[src/rtl/decoded_instr_queue.sv]
// In-order queue of decoded instructions between decode and issue, with a hold after control flow.
// Optional combinational pass-through from decode to issue on an empty queue: define DIQ_BYPASS_EN.
package decoded_instr_queue_pkg;
    typedef struct packed {
        logic [31:0] pc;
        logic [7:0]  op;
        logic [4:0]  rd;
        logic [4:0]  rs1;
        logic [4:0]  rs2;
    } scoreboard_entry_t;
endpackage

// state       | meaning
// RUN         | oldest entry is offered to issue
// WAIT_BRANCH | a control-flow instruction was issued; hold until execute resolves it
module decoded_instr_queue
    import decoded_instr_queue_pkg::*;
#(
    parameter int unsigned DEPTH = 4
) (
    input  logic                         clk_i,
    input  logic                         rst_i,
    input  logic                         flush_i,
    input  scoreboard_entry_t            decoded_instr_i,
    input  logic                         decoded_instr_valid_i,
    input  logic                         is_ctrl_flow_i,
    output logic                         decoded_instr_ack_o,
    output scoreboard_entry_t            issue_instr_o,
    output logic                         issue_instr_valid_o,
    output logic                         issue_is_ctrl_flow_o,
    input  logic                         issue_ack_i,
    input  logic                         resolve_branch_i,
    output logic [$clog2(DEPTH+1)-1:0]   count_o
);

    localparam int unsigned PW = $clog2(DEPTH);
    localparam int unsigned CW = $clog2(DEPTH+1);
    localparam logic [CW-1:0] FULL_COUNT = CW'(DEPTH);

    typedef enum logic {
        RUN         = 1'b0,
        WAIT_BRANCH = 1'b1
    } state_t;

    state_t            state;
    scoreboard_entry_t instr_mem [DEPTH];
    logic [DEPTH-1:0]  ctrl_mem;
    logic [PW-1:0]     rd_ptr;
    logic [PW-1:0]     wr_ptr;
    logic [CW-1:0]     count;

    logic empty;
    logic full;
    logic running;
    logic push;
    logic pop;
    logic pass;
    logic ctrl_taken;

    assign empty   = (count == '0);
    assign full    = (count == FULL_COUNT);
    assign running = (state == RUN);
    assign count_o = count;

    // Acceptance ignores issue_ack_i so a full queue never depends on a same-cycle pop.
    assign decoded_instr_ack_o = decoded_instr_valid_i & ~full & ~flush_i & ~rst_i;
    assign pop = ~empty & running & issue_ack_i & ~flush_i & ~rst_i;

`ifdef DIQ_BYPASS_EN
    logic bypass;
    assign bypass               = empty & running & ~flush_i & ~rst_i;
    assign pass                 = bypass & decoded_instr_valid_i & issue_ack_i;
    assign issue_instr_valid_o  = bypass ? decoded_instr_valid_i : (~empty & running);
    assign issue_instr_o        = bypass ? decoded_instr_i : instr_mem[rd_ptr];
    assign issue_is_ctrl_flow_o = bypass ? (decoded_instr_valid_i & is_ctrl_flow_i)
                                         : (~empty & running & ctrl_mem[rd_ptr]);
`else
    assign pass                 = 1'b0;
    assign issue_instr_valid_o  = ~empty & running;
    assign issue_instr_o        = instr_mem[rd_ptr];
    assign issue_is_ctrl_flow_o = ~empty & running & ctrl_mem[rd_ptr];
`endif

    // A passed-through instruction is consumed directly and never occupies storage.
    assign push       = decoded_instr_ack_o & ~pass;
    assign ctrl_taken = (pop & ctrl_mem[rd_ptr]) | (pass & is_ctrl_flow_i);

    always_ff @(posedge clk_i) begin
        if (push) begin
            instr_mem[wr_ptr] <= decoded_instr_i;
            ctrl_mem[wr_ptr]  <= is_ctrl_flow_i;
        end
    end

    always_ff @(posedge clk_i) begin
        if (rst_i || flush_i) begin
            rd_ptr <= '0;
            wr_ptr <= '0;
            count  <= '0;
            state  <= RUN;
        end else begin
            if (push) begin
                wr_ptr <= wr_ptr + PW'(1);
            end
            if (pop) begin
                rd_ptr <= rd_ptr + PW'(1);
            end
            case ({push, pop})
                2'b10:   count <= count + CW'(1);
                2'b01:   count <= count - CW'(1);
                default: count <= count;
            endcase
            if (running) begin
                if (ctrl_taken) begin
                    state <= WAIT_BRANCH;
                end
            end else if (resolve_branch_i) begin
                state <= RUN;
            end
        end
    end

endmodule

[config.mk]
export PLATFORM = sky130hd
export DESIGN_NAME = decoded_instr_queue
export DESIGN_NICKNAME = d
export VERILOG_FILES = /design/src/rtl/decoded_instr_queue.sv
export SDC_FILE = /design/constraint.sdc
export NUM_CORES = 1
export LEC_CHECK = 0
export CAP_MARGIN = 30
export CORE_UTILIZATION = 25
export CTS_CLUSTER_SIZE = 20
export DETAILED_ROUTE_END_ITERATION = 10
export SYNTH_ARGS = -nofsm -noshare
export SYNTH_HDL_FRONTEND = slang
export SYNTH_SLANG_ARGS = --single-unit
[constraint.sdc]
create_clock -name clk_i -period 8.1 [get_ports clk_i]
set_input_delay 0.81 -clock clk_i [delete_from_list [all_inputs] [get_ports clk_i]]
set_output_delay 0.81 -clock clk_i [all_outputs]
set_load 0.02 [all_outputs]
Word level (Yosys, flattened, before mapping):

Memories as Yosys holds them, arrays and structs flattened. A register that Yosys moved wholly into a read port is not among the register bits.
Index checks and enable logic that the tools add are counted.

* $add $sub $neg: 4
* bitwise operators: 14
* reduce and logical (&&, ||, !) cells: 4
* magnitude comparators: 3
* eq/ne operators: 3
* muxes and demuxes: 13

Operator list (count)
* 1-bit bitwise AND: 9
* 1-bit 2-to-1 mux: 7
* 2-bit by 3-bit < comparator with 1-bit output (second input constant): 2
* 3-bit one-hot mux with 2 select lines: 1
* 1-bit NOT: 5
* 2-bit by 1-bit adder with 2-bit output (second input constant): 2
* 4-bit bitwise mux: 1
* 2-bit 2-to-1 mux: 2
* 3-bit by 1-bit adder with 3-bit output (second input constant): 1
* 3-bit == test (second input constant): 1
* 3-bit logical NOT: 1
* 3-bit by 1-bit subtractor with 3-bit output (second input constant): 1
* 1-bit binary-select mux with 2-bit select: 1
* 1-bit demux with 2-bit select: 1
* 2-bit by 1-bit == test with 1-bit output (second input constant): 1
* 2-bit == test (second input constant): 1
* 2-bit by 1-bit greater-or-equal comparator with 1-bit output (second input constant): 1
* 2-bit nonzero test: 1
* 1-bit logical AND: 1
* 1-bit logical OR: 1

* logic and storage cells: 47
* bits of input ports: 62
* output and inout bits: 61
* bits in writable memories: 220
* bits in registers: 12
* memories kept: 1

Memory list
* instr_mem: words 4, bits a word 55, read ports 1, clocked after Yosys merged registers in 1, wr ports 1, line 46 `scoreboard_entry_t instr_mem [DEPTH];`

Logic depth before layout (Yosys ltp):

* word-level depth: 9
* mapped depth: 10
* gate-level depth less buffers: 9

Least setup slack after synthesis:

OpenSTA, ideal clock, no wires.

* path kind: input-to-reg
* start: input rst_i
* end: register ctrl_mem[0] (enable)
* path slack: 4.697 ns
* cell stages on the path: 4
* buffers on the path: 1
* arrival: 2.983 ns
* cells stage by stage: or2_2 -> clkbuf_8 -> nor3_4 -> and2_1

* longest elaborated chain between the ends: 2

Ends and longest elaborated chain
* start, declared: line 22 `input logic rst_i,`
* 1-bit NOT: line 66 `assign decoded_instr_ack_o = decoded_instr_valid_i & ~full & ~flush_i & ~rst_i;`
* 1-bit bitwise AND: line 66
* named net decoded_instr_ack_o: line 27 `output logic decoded_instr_ack_o,`
* end signal, assigned by index: line 91 `ctrl_mem[wr_ptr] <= is_ctrl_flow_i;`
* end, declared: line 47 `logic [DEPTH-1:0] ctrl_mem;`

The timed path passes the listed nets, and every way through them passes these cells.
A chain may end at the register's enable or synchronous reset.

==> results.json <==
{
  "crit_type": "register to primary output",
  "place.port_buffers": 122,
  "cts.reportedPaths.clkPinSlew_ps": 60,
  "gp_congestion": 0.687,
  "cp-end-kind": "primary output",
  "ff2ff_path_depth": 9,
  "h-tree-depth": 1,
  "finalSetupViolCount": 0,
  "grt_max_degree": 57,
  "hold_viol": 0,
  "fin_setup_tns_ps": 0,
  "ys_seq_elements": 234,
  "hold_start": "state",
  "path_cells": "buf_4 -> mux4_2 -> clkdlybuf4s50_1",
  "ir_drop_v": 0.000160,
  "grt_most_used_layer": "met2",
  "met3_usage_pct": 2.51,
  "detail_route.wl_per_cell_um": 17.0,
  "final_nets": 562,
  "grt_usage_pct": 9.52,
  "holdCritPathClass": "register to register",
  "cap_violations": 0,
  "die-area_mm2": 0.0353,
  "initial_core_util_pct": 25.6,
  "syn_to_final_growth_pct": 29.3,
  "critPathMaxFanout": 30,
  "leakagePower_nw": 3.39,
  "min_delay_path_depth": 1,
  "grt_pass1_vias": 4558,
  "first_pass_iters": 4,
  "cts_setup_buffers": 0,
  "synth_cell_type_count": 27,
  "power.density_mw_per_mm2": 225,
  "antenna_found_initial": 0,
  "fillers": 3201,
  "worst_ep_arrival_time_ps": 3060,
  "regArea_mm2": 0.00693,
  "layout_common_cells": "edfxtp_1, clkdlybuf4s50_1, mux4_2, clkbuf_16, inv_1",
  "final_common_cell": "edfxtp_1",
  "grt_first_pass_wirelength_um": 25900,
  "synth_area_mm2": 0.00864,
  "drc": 0,
  "r2r_start": "count_o[2]",
  "slew_headroom_pct": 39.2,
  "synth_area_leaders": "edfxtp_1, mux4_2, dfxtp_1",
  "cts.sinks": 234,
  "core_mm2": 0.0338,
  "synth_nets": 422,
  "yosys.area.top_type": "edfxtp_1",
  "use_met1_pct": 11.4,
  "fmax_mhz": 258,
  "cts_buffer_depth": 3,
  "r2r_end": "count_o[2]",
  "worstMarginPinSlew_ps": 912,
  "root_buffer": "clkbuf_16",
  "clk_latency_ps": 520,
  "met2_usage_pct": 16.6,
  "num_vias": 4028,
  "ys_warn_count": 0,
  "ys_async_sr_fraction_pct": 0,
  "regToRegSetupSlack_ps": 5520,
  "start_kind": "register",
  "fp.dieH_um": 188,
  "holdWs_ps": 519,
  "antenna_cells": 0,
  "dpl.hpwl_um": 9510,
  "synthDominantCellAreaShare_pct": 77.9,
  "rsz0062_at_grt": "false",
  "hold_buffers": 0,
  "cts_tree": "done",
  "synthFlopType": "edfxtp_1",
  "synth-edff-count": 224,
  "cts_resized": 0,
  "post-route-period-util_pct": 47.8,
  "drt-initial-drc-count": 178,
  "holdPathEnd": "state",
  "cp_slowest_cell": "dfxtp_4",
  "drv_slew": 0,
  "numCtsBuffers": 26,
  "multi_input_area_mm2": 0.00158,
  "yosysSeqAreaShare_pct": 80.2,
  "syn_avg_cell_area_um2": 24.4,
  "drive_gt1_share_pct": 21.2,
  "wirelength_um": 16400,
  "post-route-min-period_ps": 3870,
  "skew_ps": 6.02,
  "die_x_um": 188,
  "slowest_delay_ps": 690,
  "status": "finished clean",
  "overflow": 0,
  "ant_nets": 0,
  "cp.required_ps": 7290,
  "syn_inst": 354,
  "pin_count": 123,
  "via_per_inst": 4.19,
  "rows": 67
}
sequential cells by signal (all words and copies together) (netlist names), named ones only:
name	count
count_o	3
ctrl_mem	4
instr_mem	220
rd_ptr	2
state	1
wr_ptr	2
power breakdown:
part	leakage, nW	internal [W]	total (W)	switching (W)
sequential	2.11	0.00134	0.00134	0.00000338
combinational	0.898	0.0000523	0.0000969	0.0000447
clock	0.389	0.000609	0.00107	0.000465
synthesized netlist by cell type (2+ instances only):
cell type and n:
and2_1 5, dfxtp_1 10, a21oi_1 7, inv_1 9, o21ai_0 4, nor2_1 5, buf_6 5, edfxtp_1 224
ha_1 5, xor2_1 2, or3_1 3, buf_2 5, mux4_2 56
per-layer routing:
metal,vias up,wire length (um)
li1,1778,-
met4,0,350
met2,111,8350
met1,2110,6710
met3,29,988
met5,-,0
worst max path at each step:
| stage | end | start |
|---|---|---|
| final | issue_instr_o[0] | register |
| after global routing | issue_instr_o[32] | register |
| after CTS | issue_instr_o[0] | register |
| after detailed placement | issue_instr_o[0] | register |
| after global placement | issue_instr_o[0] | register |
| after floorplan | ctrl_mem[0] | rst_i |
cell type report:
type / instances / share of cell area, %
sequential: 234 / 62.1
clock buffer: 28 / 6.08
multi-input combinational: 98 / 14.1
timing repair buffer: 125 / 11.4
tap: 448 / 5.02
inverter: 9 / 0.302
clock inverter: 20 / 1.03
through the flow:
step / instances / util (%) / power (W) / setup WS, ps / instance area [um^2]
6_report: 962 / 33.1 / 0.00251 / 4230 / 11200
5_1_grt: 962 / 33.1 / 0.00260 / 3920 / 11200
3_3_place_gp: 912 / 30.6 / 0.00146 / 4670 / 10300
4_1_cts: 960 / 33.0 / 0.00255 / 4050 / 11100
3_5_place_dp: 912 / 30.6 / 0.00146 / 4620 / 10300
2_1_floorplan: 354 / - / 0.00140 / 4700 / 8640
cells by family (layout without fill, tap and decap cells):
kind of cell    after synthesis  in the layout  synth area share (%)
compound gates               13             13                 0.840
xor+xnor                      2              2                 0.203
fa+ha+maj                     6              6                 0.956
buf+inv                      22            182                  1.64
flops                       234            234                  80.2
mux                          56             56                  14.6
simple gates                 21             21                  1.58
worst max-delay path: cells and delay by family (launching register included):
kind                   cells  cell delay, ps
muxes                      1             610
DFF                        1             690
buffers and inverters      2            1160
(Power assumes the default switching activity.)
